<file path="config.mk">
export PLATFORM = sky130hd
export DESIGN_NAME = pipeline_hazard_ctrl_flat
export DESIGN_NICKNAME = d
export VERILOG_FILES = /design/src/rtl/pipeline_pkg.sv /design/src/rtl/pipeline_hazard_ctrl_if.sv /design/src/rtl/pipeline_hazard_ctrl_bus_arbiter2.sv /design/src/rtl/pipeline_hazard_ctrl.sv /design/src/flat_wrapper.sv
export SDC_FILE = /design/constraint.sdc
export NUM_CORES = 1
export LEC_CHECK = 0
export CAP_MARGIN = 30
export CORE_AREA = 8 8 45 47
export DETAILED_ROUTE_END_ITERATION = 12
export DIE_AREA = 0 0 53 55
export HOLD_SLACK_MARGIN = 0.12
export PLACE_DENSITY_LB_ADDON = 0.1
export SLEW_MARGIN = 20
export SYNTH_ARGS = -nofsm -noshare
export SYNTH_HDL_FRONTEND = slang
export SYNTH_SLANG_ARGS = --single-unit
</file>
<file path="constraint.sdc">
create_clock -name clk -period 4.3 [get_ports clk]
set_input_delay 1.29 -clock clk [delete_from_list [all_inputs] [get_ports clk]]
set_output_delay 1.29 -clock clk [all_outputs]
set_load 0.02 [all_outputs]
</file>
<file path="src/rtl/pipeline_pkg.sv">
// Types and constants shared by the pipeline sequencer, its bus arbiter and the instruction decoder.
package pipeline_pkg;

    typedef enum logic [1:0] {
        IDLE    = 2'd0,
        OWN_IF  = 2'd1,
        OWN_MEM = 2'd2
    } arb_state_t;

    localparam logic [4:0] REG_ZERO = 5'd0;

    // Bit positions of the two requesters inside the arbiter req/grant vectors
    localparam int REQ_IF  = 0;
    localparam int REQ_MEM = 1;

    localparam logic [6:0] OPC_LOAD   = 7'b0000011;
    localparam logic [6:0] OPC_BRANCH = 7'b1100011;
    localparam logic [6:0] OPC_JAL    = 7'b1101111;
    localparam logic [6:0] OPC_JALR   = 7'b1100111;

endpackage

</file>
<file path="src/rtl/pipeline_hazard_ctrl_if.sv">
// Shared-bus handshake between the pipeline sequencer (master) and the IF/MEM stages plus bus (slave).
interface pipeline_hazard_ctrl_if;

    logic if_req;
    logic mem_req;
    logic bus_ack;
    logic bus_grant_if;
    logic bus_grant_mem;
    logic fetch_discard;

    modport master (
        input  if_req,
        input  mem_req,
        input  bus_ack,
        output bus_grant_if,
        output bus_grant_mem,
        output fetch_discard
    );

    modport slave (
        output if_req,
        output mem_req,
        output bus_ack,
        input  bus_grant_if,
        input  bus_grant_mem,
        input  fetch_discard
    );

endinterface

</file>
<file path="src/rtl/pipeline_hazard_ctrl_bus_arbiter2.sv">
// Two-requester bus arbiter: fixed priority from idle, round-robin on completion so grants chain without gaps.
//
//   state   | meaning
//   --------+------------------------------------------------
//   IDLE    | bus free, nobody granted
//   OWN_IF  | fetch transaction in flight, waiting for ack
//   OWN_MEM | load/store transaction in flight, waiting for ack
module bus_arbiter2
    import pipeline_pkg::*;
#(
    parameter bit MEM_PRIO = 1'b1
) (
    input  logic       clk,
    input  logic       reset,
    input  logic [1:0] req,
    input  logic       ack,
    output logic [1:0] grant
);

    arb_state_t state;
    arb_state_t state_next;

    always_ff @(posedge clk) begin
        if (reset) begin
            state <= IDLE;
        end else begin
            state <= state_next;
        end
    end

    always_comb begin
        state_next = state;
        case (state)
            IDLE: begin
                if (req[REQ_MEM] && (MEM_PRIO || !req[REQ_IF])) begin
                    state_next = OWN_MEM;
                end else if (req[REQ_IF]) begin
                    state_next = OWN_IF;
                end
            end
            // On completion the other requester is served first
            OWN_IF: begin
                if (ack) begin
                    if (req[REQ_MEM]) begin
                        state_next = OWN_MEM;
                    end else if (req[REQ_IF]) begin
                        state_next = OWN_IF;
                    end else begin
                        state_next = IDLE;
                    end
                end
            end
            OWN_MEM: begin
                if (ack) begin
                    if (req[REQ_IF]) begin
                        state_next = OWN_IF;
                    end else if (req[REQ_MEM]) begin
                        state_next = OWN_MEM;
                    end else begin
                        state_next = IDLE;
                    end
                end
            end
            default: state_next = IDLE;
        endcase
    end

    always_comb begin
        grant = 2'b00;
        if (!reset) begin
            grant[REQ_IF]  = (state == OWN_IF);
            grant[REQ_MEM] = (state == OWN_MEM);
        end
    end

endmodule

</file>
<file path="src/rtl/pipeline_hazard_ctrl.sv">
// Pipeline sequencer: bus sharing between IF and MEM, load-use detection, stall/bubble
// control of the PC and pipeline registers, and squashing of fetches made stale by a taken branch.
module pipeline_hazard_ctrl
    import pipeline_pkg::*;
#(
    parameter int REG_ADDR_W = 5,
    parameter bit MEM_PRIO   = 1'b1
) (
    input  logic                  clk,
    input  logic                  reset,
    input  logic [REG_ADDR_W-1:0] id_rs1,
    input  logic [REG_ADDR_W-1:0] id_rs2,
    input  logic [REG_ADDR_W-1:0] ex_rd,
    input  logic                  ex_is_load,
    input  logic                  branch_taken,
    pipeline_hazard_ctrl_if.master bus,
    output logic                  stall_pc,
    output logic                  stall_ifid,
    output logic                  stall_idex,
    output logic                  stall_exmem,
    output logic                  bubble_ifid,
    output logic                  bubble_idex,
    output logic                  bubble_memwb
);

    logic [1:0] grant;
    logic       ack_if;
    logic       ack_mem;
    logic       mem_wait;
    logic       if_wait;
    logic       load_use;
    logic       branch_eff;
    logic       discard;
    logic       drop_pending;

    bus_arbiter2 #(
        .MEM_PRIO (MEM_PRIO)
    ) u_arb (
        .clk   (clk),
        .reset (reset),
        .req   ({bus.mem_req, bus.if_req}),
        .ack   (bus.bus_ack),
        .grant (grant)
    );

    assign bus.bus_grant_if  = grant[REQ_IF];
    assign bus.bus_grant_mem = grant[REQ_MEM];

    assign ack_if   = grant[REQ_IF]  && bus.bus_ack;
    assign ack_mem  = grant[REQ_MEM] && bus.bus_ack;
    assign mem_wait = bus.mem_req && !ack_mem;
    assign if_wait  = bus.if_req  && !ack_if;
    assign load_use = ex_is_load && (ex_rd != REG_ADDR_W'(REG_ZERO))
                      && ((id_rs1 == ex_rd) || (id_rs2 == ex_rd));

    // While MEM is stalled EX is frozen, so its branch outcome is re-presented on release
    assign branch_eff = branch_taken && !mem_wait;
    assign discard    = !reset && ack_if && (drop_pending || branch_eff);
    assign bus.fetch_discard = discard;

    always_ff @(posedge clk) begin
        if (reset) begin
            drop_pending <= 1'b0;
        end else if (discard) begin
            drop_pending <= 1'b0;
        end else if (branch_eff && grant[REQ_IF] && !bus.bus_ack) begin
            drop_pending <= 1'b1;
        end
    end

    always_comb begin
        stall_pc     = 1'b0;
        stall_ifid   = 1'b0;
        stall_idex   = 1'b0;
        stall_exmem  = 1'b0;
        bubble_ifid  = 1'b0;
        bubble_idex  = 1'b0;
        bubble_memwb = 1'b0;
        if (!reset) begin
            if (mem_wait) begin
                stall_pc     = 1'b1;
                stall_ifid   = 1'b1;
                stall_idex   = 1'b1;
                stall_exmem  = 1'b1;
                bubble_memwb = 1'b1;
            end else if (branch_eff) begin
                bubble_ifid = 1'b1;
                bubble_idex = 1'b1;
            end else if (load_use) begin
                stall_pc    = 1'b1;
                stall_ifid  = 1'b1;
                bubble_idex = 1'b1;
            end else if (if_wait) begin
                stall_pc    = 1'b1;
                bubble_ifid = 1'b1;
            end
            // A held IF/ID already keeps the stale fetch out; only bubble when it would load
            if (discard && !stall_ifid) begin
                bubble_ifid = 1'b1;
            end
        end
    end

endmodule

</file>
<file path="src/flat_wrapper.sv">
// flat-port wrapper written by rule: the top's interface ports become plain ports
module pipeline_hazard_ctrl_flat import pipeline_pkg::*;
#(
    parameter int REG_ADDR_W = 5,
    parameter bit MEM_PRIO   = 1'b1
)
  (clk, reset, id_rs1, id_rs2, ex_rd, ex_is_load, branch_taken, stall_pc, stall_ifid, stall_idex, stall_exmem, bubble_ifid, bubble_idex, bubble_memwb, bus_if_req, bus_mem_req, bus_bus_ack, bus_bus_grant_if, bus_bus_grant_mem, bus_fetch_discard);
  pipeline_hazard_ctrl_if bus_i ();
  input  logic clk;
  input  logic reset;
  input  logic [REG_ADDR_W-1:0] id_rs1;
  input  logic [REG_ADDR_W-1:0] id_rs2;
  input  logic [REG_ADDR_W-1:0] ex_rd;
  input  logic ex_is_load;
  input  logic branch_taken;
  output logic stall_pc;
  output logic stall_ifid;
  output logic stall_idex;
  output logic stall_exmem;
  output logic bubble_ifid;
  output logic bubble_idex;
  output logic bubble_memwb;
  input wire logic [$bits(bus_i.if_req)-1:0] bus_if_req;
  input wire logic [$bits(bus_i.mem_req)-1:0] bus_mem_req;
  input wire logic [$bits(bus_i.bus_ack)-1:0] bus_bus_ack;
  output wire logic [$bits(bus_i.bus_grant_if)-1:0] bus_bus_grant_if;
  output wire logic [$bits(bus_i.bus_grant_mem)-1:0] bus_bus_grant_mem;
  output wire logic [$bits(bus_i.fetch_discard)-1:0] bus_fetch_discard;
  assign bus_i.if_req = bus_if_req;
  assign bus_i.mem_req = bus_mem_req;
  assign bus_i.bus_ack = bus_bus_ack;
  assign bus_bus_grant_if = bus_i.bus_grant_if;
  assign bus_bus_grant_mem = bus_i.bus_grant_mem;
  assign bus_fetch_discard = bus_i.fetch_discard;
  pipeline_hazard_ctrl #(.REG_ADDR_W(REG_ADDR_W), .MEM_PRIO(MEM_PRIO)) u_core (.clk(clk), .reset(reset), .id_rs1(id_rs1), .id_rs2(id_rs2), .ex_rd(ex_rd), .ex_is_load(ex_is_load), .branch_taken(branch_taken), .bus(bus_i), .stall_pc(stall_pc), .stall_ifid(stall_ifid), .stall_idex(stall_idex), .stall_exmem(stall_exmem), .bubble_ifid(bubble_ifid), .bubble_idex(bubble_idex), .bubble_memwb(bubble_memwb));
endmodule
</file>
==> Word level (Yosys, flattened, before mapping) <==
Cells that the tools add are included.
{ "word_totals": {"mem_bits_rw": 0, "latch_bits": 0, "wordCells": 63, "in_bits": 22, "out_inout_bits": 10, "memories": 0, "mem_bits_ro": 0, "register_bits": 3} }
{ "op_classes": {"n_div": 0, "muxes": 30, "n_addsub": 0, "bitwise": 0, "n_mul": 0, "n_eq_ne": 7, "shifts": 0, "order_cmp": 0, "n_reduce_logical": 24} }
{ "op_table": {"columns": ["cell", "n"], "rows": [
  ["1-bit 2-to-1 mux", 21],
  ["2-bit 2-to-1 mux", 8],
  ["1-bit logical AND", 12],
  ["5-bit equality test", 2],
  ["1-bit logical NOT", 6],
  ["2-bit one-hot mux with 3 select lines", 1],
  ["5-bit nonzero test", 1],
  ["2-bit != test (second input constant)", 2],
  ["3-bit != test (second input constant)", 1],
  ["3-bit AND reduction", 1],
  ["2-bit by 1-bit equality test with 1-bit output (second input constant)", 1],
  ["2-bit equality test (second input constant)", 1],
  ["2-bit logical NOT", 1],
  ["1-bit logical OR", 2],
  ["2-bit OR reduction", 1]
]} }

==> Logic depth before layout (Yosys ltp) <==
{ "logic_depth": {"ltp_word": 14, "ltp_mapped": 5, "mapped_depth_nobuf": 4} }

==> Cells and area by module <==
Synthesis repeated with hierarchy kept, for this count alone.
{ "unflattened": {"hier_cells": 55, "area_unflattened_um2": 426.7} }
{ "modules_own_cells": {"columns": ["module", "cells_each", "area_per_inst_um2", "seq_area_each_um2", "instances"], "rows": [
  ["pipeline_hazard_ctrl", 41, 304.0, 20.0, 1],
  ["bus_arbiter2", 14, 122.6, 40.0, 1]
]} }

==> Worst setup path before layout <==
OpenSTA, ideal clock, no wires.
{ "synth_path": {"kind": "input to output", "from": "input port reset", "to": "output port bubble_idex", "slack_ns": 0.443, "t_arrival_ns": 2.567, "n_path_buf": 1, "required_ns": 3.010, "cell_stages": 5, "path_cell_list": "nor3b_2 -> a21bo_1 -> buf_6 -> nand2_1 -> o31ai_1"} }
{ "synth_between": {"elab_chain_cells": 9} }
{ "synth_rtl": {"columns": ["element", "line", "source"], "rows": [
  ["start, declared", "flat_wrapper.sv:10", "input logic reset;"],
  ["2-bit 2-to-1 mux", "pipeline_hazard_ctrl_bus_arbiter2.sv:70", "if (!reset) begin"],
  ["1-bit logical AND", "pipeline_hazard_ctrl.sv:50", "assign ack_mem = grant[REQ_MEM] && bus.bus_ack;"],
  ["1-bit logical NOT", "pipeline_hazard_ctrl.sv:51", "assign mem_wait = bus.mem_req && !ack_mem;"],
  ["1-bit logical AND", "pipeline_hazard_ctrl.sv:51", null],
  ["1-bit logical NOT", "pipeline_hazard_ctrl.sv:57", "assign branch_eff = branch_taken && !mem_wait;"],
  ["1-bit logical AND", "pipeline_hazard_ctrl.sv:57", null],
  ["1-bit 2-to-1 mux", "pipeline_hazard_ctrl.sv:86", "end else if (branch_eff) begin"],
  ["1-bit 2-to-1 mux", "pipeline_hazard_ctrl.sv:80", "if (mem_wait) begin"],
  ["1-bit 2-to-1 mux (*)", "pipeline_hazard_ctrl.sv:79", "if (!reset) begin"],
  ["end, declared", "flat_wrapper.sv:21", "output logic bubble_idex;"]
]} }
Mark *: on every way between the ends. The rest lies on a longest branch, timed or not.

==> Final worst setup path <==
{ "layout_path": {"from": "input port ex_rd[2]", "to": "output port stall_pc"} }
{ "layout_between": {"elab_chain_cells": 7} }
{ "layout_rtl": {"columns": ["element", "line", "source"], "rows": [
  ["start, declared", "flat_wrapper.sv:13", "input logic [REG_ADDR_W-1:0] ex_rd;"],
  ["5-bit equality test / 5-bit nonzero test (equally long branches)", "pipeline_hazard_ctrl.sv:54, pipeline_hazard_ctrl.sv:53", null],
  ["1-bit logical OR / 1-bit logical AND (equally long branches)", "pipeline_hazard_ctrl.sv:54, pipeline_hazard_ctrl.sv:53", null],
  ["1-bit logical AND (*)", "pipeline_hazard_ctrl.sv:54", "&& ((id_rs1 == ex_rd) || (id_rs2 == ex_rd));"],
  ["1-bit 2-to-1 mux (*)", "pipeline_hazard_ctrl.sv:89", "end else if (load_use) begin"],
  ["1-bit 2-to-1 mux (*)", "pipeline_hazard_ctrl.sv:86", null],
  ["1-bit 2-to-1 mux (*)", "pipeline_hazard_ctrl.sv:80", null],
  ["1-bit 2-to-1 mux (*)", "pipeline_hazard_ctrl.sv:79", null],
  ["end, declared", "flat_wrapper.sv:16", "output logic stall_pc;"]
]} }
Marked as above.

==> results.yml <==
outcome:
  outcome: "finished, final reports clean"
synthesis:
  post-synth-top-count-cell: "xor2_1"
  synth_area_um2: 458
  synth_fp_nets: 78
  synth_ff_type: "dfxtp_1"
  synthTopCellsByCount: "10 x xor2_1, 5 x nor2_1, 4 x nor2b_1"
  synth_cells: 56
  synth_area_per_cell_um2: 8.18
  synth_area_leaders: "xor2_1 19%, dfxtp_1 13%, nor2b_1 5.5%"
  synth_top_area_cell: "xor2_1"
  ys_async_sr_fraction_pct: 0
  synth-warning-count: 0
  yosysSeqAreaShare_pct: 13.1
  ys_types: 31
  ys_ff_latch: 3
  synth_edf_count: 0
  yosysTopAreaCellShare_pct: 19.1
route:
  ant_nets: 0
  postRouteWirelength_mm: 1.37
  drt-initial-drc-count: 2
  post_drt_wl_per_cell_um: 11.7
  vias_per_cell: 4.86
  drc: 0
  dr_total_vias: 569
  first_pass_iters: 3
placement:
  dpl_cell_area_um2: 856
  dp_slack_ps: -319
  dp_hpwl_mm: 1.22
  gp_congestion: 0.693
  port_buffers: 31
global_route:
  grt-ovfl-total: 0
  first_global_vias: 609
  grt.total_usage_pct: 11.0
  grt_pass1_wl_mm: 2.40
  grt_max_degree: 7
  antenna_found_initial: 0
clock_tree:
  ctsHoldBuffers: 0
  cts_root_buffer: "clkbuf_4"
  clkTransAtPathRegs_ps: 40
  cts.sinks: 3
  cts_max_path_buffers: 2
  cts_post_setup_buffers_inserted: 0
  clk_latency_ps: 240
  cts_tree: "yes"
  ctsHtreeMaxLevel: 1
  cts_buffers: 3
timing:
  timing_hold_violations_final: 0
  fin_skew_ps: 2.29
  slew_headroom_pct: 83.1
  worst_pin_slew_ps: 251
  fin_tns_setup_ps: 0
  rsz0062_at_grt: "no"
  finalCritPeriodShare_pct: 97.8
  hold-worst-slack_ps: 554
  period_needed_ps: 4210
  finalSetupViolCount: 0
  worst_slack_ps: 93.9
  fmax_mhz: 238
  slew_viol_final: 0
setup_path:
  cp.required_ps: 3010
  critical_path.cell_chain: "clkdlybuf4s50_1, or4_1, o21ai_2, or3_1, o21ai_0, clkdlybuf4s15_2"
  crit_path_top_delay_cell: "or4_1"
  crit_path_end_kind: "output port"
  worstSetupStartpointType: "primary input"
  worstPathMaxFanout: 3
  criticalPathCategory: "in2out"
  arrival_ps: 2920
  max_stage_delay_ps: 540
die:
  start_util_pct: 33.1
  die_x_um: 53
  rows: 14
  core_area_um2: 1380
  ios: 32
  die_y_um: 55
  dieArea_um2: 2920
run:
  drv_cap: 0
power:
  swShare_pct: 30.7
  powerDensity_nw_per_um2: 180
  comb_power_share_pct: 47.7
  clkPwrFrac_pct: 31.9
  ir_drop_uv: 103
  internal_power_mw: 0.109
  p_leak_nw: 0.394
  power_switching_mw: 0.0484
  p_seq_share_pct: 20.4
finish:
  drive_gt1_share_pct: 25.7
  stdcell_area_um2: 876
  syn2layout_area_growth_pct: 91.3
  final_nets: 124
  diodes: 0
hold_path:
  min-delay-path-class: "reg2reg"
==> state kept, by name (all words and copies together), names as in the netlist <==
| name | count |
|---|---|
| u_core.drop_pending | 1 |
| u_core.u_arb.state | 2 |
==> placed cells by master, fill, tap and decap left out, types with 2 or more instances in the layout <==
master | synthesis | layout
clkbuf_2 | 0 | 2
clkbuf_4 | 0 | 3
nor2_1 | 5 | 5
dfxtp_1 | 3 | 3
clkdlybuf4s15_2 | 0 | 2
inv_1 | 2 | 2
nor2b_1 | 4 | 4
nor3_1 | 2 | 2
o22ai_1 | 2 | 2
xor2_1 | 10 | 10
buf_4 | 2 | 14
a31oi_1 | 2 | 2
clkdlybuf4s50_1 | 0 | 21
dlygate4sd2_1 | 0 | 6
==> worst max-delay path: cells and delay by family <==
kind / cells / cell delay [ps]
buffers and inverters: 2 / 710
AND/OR/NAND/NOR: 2 / 680
AO/OA/AOI/OAI: 2 / 230
==> routing by layer <==
metal / wire (µm) / part of all wire, % / GRT usage, % / vias up
met2: 693 / 51 / 19.3 / 26
li1: - / - / - / 294
met3: 98 / 7.2 / 1.87 / 4
met4: 33 / 2.4 / 9.05 / 0
met1: 541 / 40 / 11.2 / 245
met5: 0 / 0 / 0 / -
==> through the flow <==
stage,utilization [%],instances,power [mW]
2_1_floorplan,-,56,0.0668
3_3_place_gp,61.8,113,0.110
3_5_place_dp,61.8,113,0.111
4_1_cts,63.5,117,0.160
5_1_grt,63.3,117,0.167
6_report,63.3,117,0.158
==> kinds of logic after synthesis <==
family	count (synthesis)	share of synthesized area [%]
AO/OA/AOI/OAI	16	25.4
AND/OR/NAND/NOR	20	30.1
XOR/XNOR	10	19.1
multiplexers	1	2.46
flip-flops	3	13.1
buffers and inverters	6	9.84
==> path summary, 6_finish.rpt <==
path / startpoint / endpoint / slack (ps) / depth (start not counted)
min reg2reg: u_core.drop_pending$_SDFFE_PP0P_ / u_core.drop_pending$_SDFFE_PP0P_ / 550 / 2
max: ex_rd[2] / stall_pc / 90 / 6
max reg2reg: u_core.u_arb.state[1]$_SDFFE_PP0P_ / u_core.drop_pending$_SDFFE_PP0P_ / 2990 / 4
min: u_core.drop_pending$_SDFFE_PP0P_ / u_core.drop_pending$_SDFFE_PP0P_ / 550 / 2
==> power by group through the flow <==
stage	logic (mW)	registers [mW]	clock network (mW)
finish	0.0751	0.0322	0.0502
global route	0.0821	0.0324	0.0520
CTS	0.0756	0.0322	0.0524
detailed placement	0.0782	0.0326	0
global placement	0.0774	0.0325	0
floorplan	0.0349	0.0319	0
==> layout make-up <==
type | count | area, µm²
sequential | 3 | 60.1
inverter | 2 | 7.51
fill | 152 | 508
clock buffer | 4 | 26.3
tap | 16 | 20.0
multi-input combinational | 47 | 362
timing repair buffer | 45 | 400
==> repair_timing <==
| action | CTS | global route |
|---|---|---|
| gates resized for setup | 16 | 6 |
| pin swaps | 0 | 1 |
| setup endpoints to repair | 9 | 4 |
(Power assumes the default switching activity.)
